[config.mk]
export PLATFORM = sky130hd
export DESIGN_NAME = score_keeper
export DESIGN_NICKNAME = d
export VERILOG_FILES = /design/src/rtl/score_pkg.sv /design/src/rtl/bcd2_add.sv /design/src/rtl/score_keeper.sv
export SDC_FILE = /design/constraint.sdc
export NUM_CORES = 1
export LEC_CHECK = 0
export CORE_UTILIZATION = 55
export CTS_CLUSTER_SIZE = 28
export DETAILED_ROUTE_END_ITERATION = 8
export DONT_BUFFER_PORTS = 1
export GPL_TIMING_DRIVEN = 0
export PLACE_DENSITY = 0.7
export SETUP_SLACK_MARGIN = 0.3
export SYNTH_ARGS = -nofsm -noshare
export SYNTH_HDL_FRONTEND = slang
export SYNTH_SLANG_ARGS = --single-unit
[constraint.sdc]
create_clock -name Clk -period 4.5 [get_ports Clk]
set_clock_uncertainty 0.1 [all_clocks]
set_input_delay 0.9 -clock Clk [delete_from_list [all_inputs] [get_ports Clk]]
set_output_delay 0.9 -clock Clk [all_outputs]
set_load 0.005 [all_outputs]
[src/rtl/score_pkg.sv]
// Shared types and constants for the score keeper: hit types, game-FSM state codes
// and the internal score FSM encoding.
package score_pkg;

  typedef enum logic [1:0] {
    HIT_NONE  = 2'd0,
    HIT_PINK  = 2'd1,
    HIT_GREEN = 2'd2,
    HIT_TURQ  = 2'd3
  } hit_type_t;

  localparam logic [2:0] GS_TITLE   = 3'd0;
  localparam logic [2:0] GS_PLAY    = 3'd1;
  localparam logic [2:0] GS_WIN     = 3'd4;
  localparam logic [2:0] GS_RESTART = 3'd6;

  typedef enum logic [1:0] {
    SK_IDLE  = 2'd0,
    SK_PLAY  = 2'd1,
    SK_BONUS = 2'd2,
    SK_DONE  = 2'd3
  } sk_state_t;

  // Title and restart both wipe the running score.
  function automatic logic is_clear(input logic [2:0] gs);
    return (gs == GS_TITLE) || (gs == GS_RESTART);
  endfunction

endpackage

[src/rtl/bcd2_add.sv]
// Two-digit BCD adder for a 0..3 increment on the tens digit; saturates at 99.
module bcd2_add (
  input  logic [3:0] hund,
  input  logic [3:0] tens,
  input  logic [1:0] inc,
  output logic [3:0] sum_hund,
  output logic [3:0] sum_tens
);

  logic [4:0] raw;

  always_comb begin
    raw      = {1'b0, tens} + {3'b000, inc};
    sum_hund = hund;
    sum_tens = raw[3:0];
    if (raw > 5'd9) begin
      if (hund == 4'd9) begin
        sum_hund = 4'd9;
        sum_tens = 4'd9;
      end else begin
        sum_hund = hund + 4'd1;
        sum_tens = 4'(raw - 5'd10);
      end
    end
  end

endmodule

[src/rtl/score_keeper.sv]
// Game score keeper with BCD score, high score and end-of-game accuracy bonus.
// Define SCORE_ACCURACY_BONUS_EN to enable the fire_count based bonus count-up.
module score_keeper
  import score_pkg::*;
#(
  parameter int SHOT_BASE = 21,
  parameter int BONUS_MAX = 10
) (
  input  logic       Clk,
  input  logic       Reset,
  input  logic [2:0] curr_state,
  input  logic       hit_valid,
  input  logic [1:0] hit_type,
  input  logic [9:0] fire_count,
  output logic [3:0] hundreds,
  output logic [3:0] ten_out,
  output logic [3:0] hi_hundreds,
  output logic [3:0] hi_tens,
  output logic       bonus_busy
);

  localparam int CNT_W = $clog2(BONUS_MAX + 1);

  sk_state_t        state_reg, state_next;
  logic [3:0]       hund_reg, tens_reg;
  logic [3:0]       hi_hund_reg, hi_tens_reg;
  logic [CNT_W-1:0] cnt_reg, cnt_next;
  logic [CNT_W-1:0] bonus_load;
  logic [1:0]       add_inc;
  logic [3:0]       sum_hund, sum_tens;
  logic             clear;
  logic             enter_done;

`ifdef SCORE_ACCURACY_BONUS_EN
  localparam logic [9:0] SHOT_BASE_V = 10'(SHOT_BASE);
  localparam logic [9:0] BONUS_MAX_V = 10'(BONUS_MAX);
  logic [9:0] over_shots;

  // Fewer shots than the base earns the full bonus; each extra shot costs one.
  always_comb begin
    over_shots = fire_count - SHOT_BASE_V;
    if (fire_count < SHOT_BASE_V)
      bonus_load = CNT_W'(BONUS_MAX);
    else if (over_shots >= BONUS_MAX_V)
      bonus_load = '0;
    else
      bonus_load = CNT_W'(BONUS_MAX_V - over_shots);
  end
`else
  logic unused_cfg;
  assign unused_cfg = ^{fire_count, SHOT_BASE[0]};
  assign bonus_load = '0;
`endif

  // Single adder shared by hits (PLAY) and bonus ticks (BONUS).
  bcd2_add u_add (
    .hund     (hund_reg),
    .tens     (tens_reg),
    .inc      (add_inc),
    .sum_hund (sum_hund),
    .sum_tens (sum_tens)
  );

  always_comb begin
    clear      = is_clear(curr_state);
    state_next = state_reg;
    cnt_next   = cnt_reg;
    add_inc    = 2'd0;
    enter_done = 1'b0;
    if (clear) begin
      state_next = SK_IDLE;
      cnt_next   = '0;
    end else begin
      case (state_reg)
        SK_IDLE: begin
          if (curr_state == GS_PLAY) state_next = SK_PLAY;
        end
        SK_PLAY: begin
          // A hit on the exit cycle still counts.
          if (hit_valid && (hit_type != HIT_NONE)) add_inc = hit_type;
          if (curr_state == GS_WIN) begin
            state_next = SK_BONUS;
            cnt_next   = bonus_load;
          end
        end
        SK_BONUS: begin
          if (cnt_reg != '0) begin
            add_inc  = 2'd1;
            cnt_next = cnt_reg - CNT_W'(1);
          end else begin
            state_next = SK_DONE;
            enter_done = 1'b1;
          end
        end
        SK_DONE: ;
        default: state_next = SK_IDLE;
      endcase
    end
  end

  always_ff @(posedge Clk) begin
    if (Reset) begin
      state_reg   <= SK_IDLE;
      hund_reg    <= 4'd0;
      tens_reg    <= 4'd0;
      hi_hund_reg <= 4'd0;
      hi_tens_reg <= 4'd0;
      cnt_reg     <= '0;
    end else begin
      state_reg <= state_next;
      cnt_reg   <= cnt_next;
      if (clear) begin
        hund_reg <= 4'd0;
        tens_reg <= 4'd0;
      end else begin
        hund_reg <= sum_hund;
        tens_reg <= sum_tens;
      end
      // BCD digits compare correctly as a plain 8-bit number.
      if (enter_done && ({hund_reg, tens_reg} > {hi_hund_reg, hi_tens_reg})) begin
        hi_hund_reg <= hund_reg;
        hi_tens_reg <= tens_reg;
      end
    end
  end

  assign hundreds    = hund_reg;
  assign ten_out     = tens_reg;
  assign hi_hundreds = hi_hund_reg;
  assign hi_tens     = hi_tens_reg;
  assign bonus_busy  = (cnt_reg != '0);

endmodule

==> reports/qor.txt, run 1 <==
Status = finished, final reports clean
Clock sink count = 22
Final period util = 82.95%
Site row count = 18
Largest stage delay on the critical path = 470 ps
Post-synth EDFFs = 0
CORE AREA = 0.002455 mm2
Share of total power in sequential cells = 56.8%
Aggregate global-route resource usage = 21.30%
Logic pwr share = 12.7%
Cell taking the most area after synthesis = dfxtp_1
Die W = 52.79 um
Final hold slack = 432.6 ps
Final Hold Viols = 0
N_diodes = 0
Worst EP required = 4640 ps
Final setup violating endpoints = 0
Share of layout cells above drive strength 1 = 5.952%
Antenna violations before repair = 0
Num CTS Buffers = 3
First-pass GRT wire length = 4416 um
Synth Cell Area = 0.001419 mm2
Yosys reg bits = 22
Switching pwr = 0.09070 mW
DRT iter0 DRCs = 26
Routability cong. = 0.7318
Static Leakage = 0.6429 nW
CTS tree = yes
Count of final max-slew check failures = 0
Die H = 52.79 um
Worst VDD drop = 0.1510 mV
# Post-CTS Setup Buffers = 0
Yosys warns = 0
Fraction of registers with async set/reset = 0%
Clk pwr share = 30.6%
Mapped Nets = 201
Initial Utilization = 57.80%
Clk pin slew, worst setup/hold paths = 120 ps
F_max = 267.9 MHz
Worst hold path type = flip-flop to flip-flop
Via/cell ratio = 5.934
Final net count = 206
PortBufs = 0
Measured slew at the worst slew-check pin = 970.0 ps
Synth top area cells = dfxtp_1, ha_1, mux2i_1
Internal cell power = 0.2679 mW
Setup ws final = 767.3 ps
CP Class = input pin to flip-flop
Worst setup EP type = flip-flop
RSZ-0062 raised after global routing = false
Number of cells after detailed placement = 194
Fin crit period = 3733 ps
Detailed Routing Iterations Pass 1 = 4
TNS Setup = 0 ps
PwrDens = 240.2 mW/mm2
Count leader, synth = dfxtp_1
Critical-path maximum fanout = 9
Post-cts sizing count = 0
CP Launch Type = input pin
Synth top cells by count = dfxtp_1, inv_1, ha_1, nor2_1, nand2_1
Synthesized area per cell = 8.652 um2
CTS max path bufs = 2
Via count = 1175
Num ports = 35
Remaining DRCs = 0
Clock Latency Late Sink = 300 ps
Distinct cells, synth = 37
Wirelength per Cell = 13.89 um
CP max-delay cell = or4_1
Full die area = 0.002787 mm2
Crit path DAT = 3870 ps
Top_reg_cell synth = dfxtp_1
Post-DRT Antenna Nets = 0
Pin count of the biggest net entering global routing = 13
Wirelength, routed = 2751 um
H-tree level count = 1
Sequential-to-total area share from yosys stat = 31.04%
Rel. slew slack = 34.78%
Grt ovf = 0
Fin util = 60.81%
CTS Hold Bufs = 0
Non-filler instance count after layout = 198
Yosys top cell area share = 31.04%
Max_cap viols = 0
Synthesis-to-finish area growth = 5.203%
Setup WS pre-CTS = 461.5 ps
Root Buffer = clkbuf_4
Worst path cell trace = nor2b_1, or3_1, nand2_1, a21oi_1, ha_1, inv_1, fa_1, xor2_1, ha_1, nand2_1, a32o_2, o21a_4, or4_1, a21oi_1
Sw Ratio = 25.29%
Cells after Synth = 164
HPWL after DPL = 2215 um
Number of global-route vias before repair = 1058
[logic make-up after synthesis]
kind of cell | share of synthesized area (%)
multiplexers | 6.349
adder cells (fa/ha/maj) | 17.28
XOR/XNOR | 2.470
AO/OA/AOI/OAI | 17.02
AND/OR/NAND/NOR | 20.28
buffers and inverters | 5.555
flip-flops | 31.04
[power groups by stage]
stage                     Clock, mW  Combinational [mW]  Sequential [mW]
final                         0.110              0.0454            0.204
after global routing          0.122              0.0515            0.204
after CTS                     0.114              0.0457            0.204
after detailed placement          0              0.0453            0.208
after global placement            0              0.0442            0.208
after floorplan                   0              0.0379            0.207
[cell usage in the layout (no fill, tap or decap), drive strengths merged]
cell and count:
a211oi 5, a21o 2, a21oi 5, a311oi 1, a31oi 2, a32o 1
a32oi 1, and2 1, buf 1, clkbuf 4, dfxtp 22, fa 1
ha 18, inv 20, mux2i 9, nand2 11, nand3 6, nand3b 2
nand4 4, nand4b 1, nor2 18, nor2b 4, nor3 1, nor4b 1
nor4bb 1, o211ai 2, o21a 3, o21ai 6, o21bai 1, o31ai 4
or3 2, or3b 2, or4 2, xnor2 1, xor2 3
[final cells by class]
| class | instances | area (um2) |
|---|---|---|
| fillers | 220 | 962.2 |
| multi-input cells | 121 | 899.6 |
| flip-flops and latches | 22 | 440.4 |
| inverters | 20 | 75.07 |
| well taps | 30 | 37.54 |
| clock buffers | 4 | 36.28 |
| plain buffers | 1 | 3.754 |
[path summary, 6_finish.rpt]
check,start,to,slack [ps],cells past startpoint
setup reg to reg,cnt_reg[0],hundreds[1],900,15
hold / removal,cnt_reg[1],cnt_reg[1],430,2
hold reg to reg,cnt_reg[1],cnt_reg[1],430,2
setup / recovery,curr_state[1],hundreds[1],770,14
[worst max-delay path: cells and delay by family]
kind                       cells  cell delay, ps
AOI/OAI and AO/OA              4             740
xor gates and xnor gates       1             320
and+or+nand+nor                5            1020
buffers and inverters          1              60
adders and majority gates      3             810
[routing by layer]
metal	share of wire [%]	GRT usage (%)	wire [um]	vias to the layer above
li1	-	-	-	586
met1	43	25.13	1183	559
met2	52	39.66	1418	26
met3	4.5	3.768	125	4
met4	0.84	3.947	23	0
met5	0	0	0	-
[stage by stage]
step,area (um2),power (mW)
2_1_floorplan,1419,0.2447
3_3_place_gp,1456,0.2517
3_5_place_dp,1456,0.2531
4_1_cts,1493,0.3635
5_1_grt,1493,0.3779
6_report,1493,0.3586
No activity file was read; power rests on OpenSTA's default activity.
==> inputs of run 2 (changes only) <==
PLACE_DENSITY = 0.73   (was 0.7)
clock period = 3.3 ns   (was 4.5 ns; I/O delays follow)
==> run 2 against run 1 <==
  * Global-route usage up 4.5 points
  * Worst hold slack better by 29 ps
  * First-iteration DRC count down 38%
  * Final cell count up 6.6%
  * Flip-flop and latch count unchanged
  * Power up 62%
  * Register-to-register slack worse by 900 ps
  * Via count up 6.7%
  * Largest power group unchanged
==> reports/qor.txt, run 2 (same netlist as run 1, synthesis figures left out) <==
Final Hold Viols = 0
Measured slew at the worst slew-check pin = 1092 ps
Wirelength, routed = 3284 um
Static Leakage = 0.7522 nW
RSZ-0062 raised after global routing = true
CP Class = flip-flop to flip-flop
Detailed Routing Iterations Pass 1 = 4
HPWL after DPL = 2285 um
Final hold slack = 461.7 ps
Via/cell ratio = 5.943
Largest stage delay on the critical path = 480 ps
First-pass GRT wire length = 5085 um
F_max = 303.0 MHz
Met3 wire length = 186 um
Count of final max-slew check failures = 0
CORE AREA = 0.002455 mm2
PortBufs = 0
CTS tree = yes
Final net count = 219
Post-DRT Antenna Nets = 0
Metal2 WL = 1743 um
Critical-path maximum fanout = 5
Synthesis-to-finish area growth = 23.37%
Grt ovf = 0
Worst hold path type = flip-flop to flip-flop
Rel. slew slack = 26.58%
Number of fill cells = 189
Pin count of the biggest net entering global routing = 14
Most frequent cells in the layout = dfxtp_1, nor2_1, inv_1
CTS max path bufs = 2
PwrDens = 331.0 mW/mm2
Initial Utilization = 57.80%
H-tree level count = 1
Worst EP required = 3470 ps
Die H = 52.79 um
CP max-delay cell = or4_4
Worst path top cell family by delay = adder cells
CP Launch Type = flip-flop
Most common cell after layout, fill and taps aside = dfxtp_1
Clk pin slew, worst setup/hold paths = 130 ps
Antenna violations before repair = 0
Post-Route M1 WL = 1294 um
Full die area = 0.002787 mm2
Worst setup EP type = flip-flop
CTS Hold Bufs = 0
Number of global-route vias before repair = 1234
Share of layout cells above drive strength 1 = 27.07%
Clock sink count = 22
Crit path DAT = 3470 ps
Top layer in use = met4
Final setup violating endpoints = 0
Aggregate global-route resource usage = 25.77%
Site row count = 18
DRT iter0 DRCs = 16
Status = finished, final reports clean
Remaining DRCs = 0
Wirelength per Cell = 15.56 um
Via count = 1254
Num CTS Buffers = 3
Die W = 52.79 um
Worst VDD drop = 0.4031 mV
Num ports = 35
Clock Latency Late Sink = 330 ps
TNS Setup = 0 ps
Max_cap viols = 0
Routability cong. = 0.7454
Final period util = 99.99%
Fin crit period = 3300 ps
Worst path cell trace = inv_2, ha_4, or3b_4, nand2_4, a21oi_2, ha_2, inv_2, fa_2, xor2_4, ha_2, nand2_2, a32o_2, o21a_4, or4_4, a21oi_2
Root Buffer = clkbuf_4
CP bufs+invs = 2
N_diodes = 0
Total power = 0.5794 mW
-- run 2: cell count changes in the layout (fill, tap and decap cells not counted), moves of 3 or more --
cell / previous run / this run
inv_1: 20 / 17
ha_1: 18 / 13
inv_2: 0 / 3
nand2_1: 11 / 8
o21ai_0: 6 / 3
buf_4: 0 / 11
ha_2: 0 / 3
-- run 2: what timing repair did --
action | CTS | global route
resized for setup | 12 | 14
setup buffers | 8 | 5
pin swaps | 5 | 8
setup endpoints to repair | 8 | 8
-- run 2: layout make-up --
type | count | area [um2] | share of cell area [%]
Buffer | 1 | 3.754 | 0.2144
Clock buffer | 3 | 22.52 | 1.287
Clock inverter | 1 | 30.03 | 1.716
Inverter | 20 | 75.07 | 4.289
Multi-Input combinational cell | 121 | 1033 | 59.04
Sequential cell | 22 | 442.9 | 25.30
Tap cell | 30 | 37.54 | 2.144
Timing Repair Buffer | 13 | 105.1 | 6.004
-- run 2: metrics by stage --
| stage | utilization, % | setup slack (ps) | instances | instance area [um2] |
|---|---|---|---|---|
| after floorplan | - | -59.61 | 164 | 1478 |
| after global placement | 61.72 | -235.4 | 194 | 1515 |
| after detailed placement | 61.72 | -267.1 | 194 | 1515 |
| after CTS | 67.53 | 27.37 | 206 | 1658 |
| after global routing | 71.30 | -106.3 | 211 | 1750 |
| final | 71.30 | 0.2041 | 211 | 1750 |
-- run 2: metal layers --
layer  vias up  GRT usage, %
li1        617             -
met3         8         8.696
met5         -             0
met4         0         11.40
met2        32         47.89
met1       597         25.35
-- run 2: worst paths after layout --
kind,cells after the start,slack [ps],from,to
setup / recovery,15,0.2,cnt_reg[0],hundreds[1]
hold / removal,2,460,hi_hundreds[1],hi_hundreds[1]
setup reg to reg,15,0.2,cnt_reg[0],hundreds[1]
hold reg to reg,2,460,hi_hundreds[1],hi_hundreds[1]
-- run 2: power by group --
group          internal (mW)  switching (mW)  leakage (nW)
clock network          0.123          0.0915        0.0279
logic                 0.0397          0.0467         0.546
registers              0.272         0.00623         0.178
-- run 2: tightest hold or removal path, stage by stage, from the launching register on --
cell and delay, ps:
dfxtp_1 360, mux2i_1 130, nor2_1 50
==> inputs of run 3 (changes only) <==
CTS_BUF_LIST = sky130_fd_sc_hd__clkbuf_2   (was not set)
SETUP_SLACK_MARGIN = not set   (was 0.3)
==> run 3 against run 2 <==
  * Combinational power down 3.5%
  * First-iteration DRC count grew to 2.6 times the previous value
  * Clock power is 10% lower
  * Non-clock buffer count down 3
  * Largest cell class unchanged
  * The run now ends with setup timing left
  * Critical endpoint unchanged
==> reports/qor.txt, run 3 (same netlist as run 1, synthesis figures left out) <==
Status = finished with violations
Violated checks = setup timing
Root Buffer = clkbuf_2
Clk pin slew, worst setup/hold paths = 230 ps
Die W = 52.79 um
Num CTS Buffers = 3
CORE AREA = 0.002455 mm2
Number of global-route vias before repair = 1168
CTS tree = yes
PortBufs = 0
Share of layout cells above drive strength 1 = 21.91%
Remaining DRCs = 0
Wirelength, routed = 3041 um
DRT iter0 DRCs = 41
Final period util = 101.4%
Grt ovf = 0
Pin count of the biggest net entering global routing = 14
Switching pwr = 0.1404 mW
Num ports = 35
Final setup violating endpoints = 2
Worst reg-to-reg setup slack = -40 ps
First-pass GRT wire length = 4788 um
Via count = 1239
CP Launch Point = cnt_reg[0]
Die H = 52.79 um
Total power = 0.5567 mW
Synthesis-to-finish area growth = 18.34%
Antenna violations before repair = 0
Worst reg2reg path endpoint = hundreds[1]
Static Leakage = 0.7182 nW
CP Launch Type = flip-flop
Finished Cell Area = 0.001679 mm2
Via/cell ratio = 5.957
Worst setup EP type = flip-flop
Crit path DAT = 3520 ps
N_diodes = 0
Share of total power in sequential cells = 50.3%
Clock Latency Late Sink = 340 ps
Worst EP required = 3480 ps
Min-delay src = hi_hundreds[1]
Measured slew at the worst slew-check pin = 1005 ps
Wirelength per Cell = 14.62 um
Post-DRT Antenna Nets = 0
Site row count = 18
Setup ws final = -44.94 ps
TNS Setup = -46.21 ps
Fin util = 68.40%
Final net count = 216
Max_cap viols = 0
Post-DP Area = 0.001505 mm2
Initial Utilization = 57.80%
Count of final max-slew check failures = 0
HPWL after DPL = 2222 um
Final Hold Viols = 0
Internal cell power = 0.4163 mW
Aggregate global-route resource usage = 23.37%
Full die area = 0.002787 mm2
PwrDens = 331.5 mW/mm2
Most frequent cells in the layout = nor2_1, dfxtp_1, inv_1
RSZ-0062 raised after global routing = true
Worst hold path type = flip-flop to flip-flop
CP Class = flip-flop to flip-flop
FF-to-FF Start = cnt_reg[0]
Worst VDD drop = 0.3985 mV
Clk pwr share = 34.7%
Sw Ratio = 25.22%
F_max = 299.0 MHz
R2R depth = 15
Critical-path maximum fanout = 4
Detailed Routing Iterations Pass 1 = 5
Routability cong. = 0.7443
Logic pwr share = 15.0%
End of the critical path = hundreds[1]
CTS max path bufs = 2
Clock sink count = 22
Rel. slew slack = 32.41%
Fin crit period = 3345 ps
H-tree level count = 1
## run 3: critical path, cell delays in order, from the launching register on
cell     delay [ps]
dfxtp_2         390
inv_2            50
ha_4            150
or3b_4          250
nand2_4          60
a21oi_4         130
ha_2            190
inv_2            40
fa_2            420
xor2_4          200
ha_2            200
nand2_1          50
a32o_2          240
o21a_4          210
or4_1           470
a21oi_1         130
## run 3: stage by stage
step	hold WS [ps]	std cells	worst slack, ps
detailed placement	412.3	194	-333.8
CTS	471.1	207	4.464
global placement	403.6	194	-267.1
global route	502.8	208	-149.1
floorplan	390.7	164	-90.78
finish	465.8	208	-44.94
## run 3: timing repair
action	4_1_cts	5_1_grt
pin swaps	7	6
gates resized for setup	12	6
setup buffers	9	1
setup endpoints to repair	7	6
hold buffers	0	0
endpoints found under the hold margin	0	0
## run 3: how the worst min path moves through the flow
stage | end | slack [ps] | cells after the start
final | hi_hundreds[1] | 470 | 2
after global routing | state_reg[0] | 500 | 2
after CTS | hi_hundreds[1] | 470 | 2
after detailed placement | cnt_reg[1] | 410 | 2
after global placement | cnt_reg[1] | 400 | 2
after floorplan | cnt_reg[1] | 390 | 2
## run 3: layer usage
layer  vias up  routed length, um  track usage [%]  share of wire, %
li1        611                  -                -                 -
met3         6                144            5.217               4.7
met4         0                 28            4.386              0.92
met2        32               1564            43.25                51
met1       590               1304            27.15                43
met5         -                  0                0                 0
## run 3: area by class of cell
cell class                 instances  area [um2]
clock buffer                       3       15.01
multi-input combinational        121       994.7
inverter                          20       75.07
tap                               30       37.54
buffer                             1       3.754
timing repair buffer              10       75.07
clock inverter                     1       30.03
sequential                        22       447.9
fill                             185       775.7
## run 3: power by group through the flow
stage	Clock [mW]	Sequential (mW)	Combinational [mW]
after global placement	0	0.283	0.0625
after CTS	0.197	0.279	0.0801
after floorplan	0	0.282	0.0536
final	0.193	0.280	0.0835
after detailed placement	0	0.284	0.0658
after global routing	0.204	0.281	0.0919
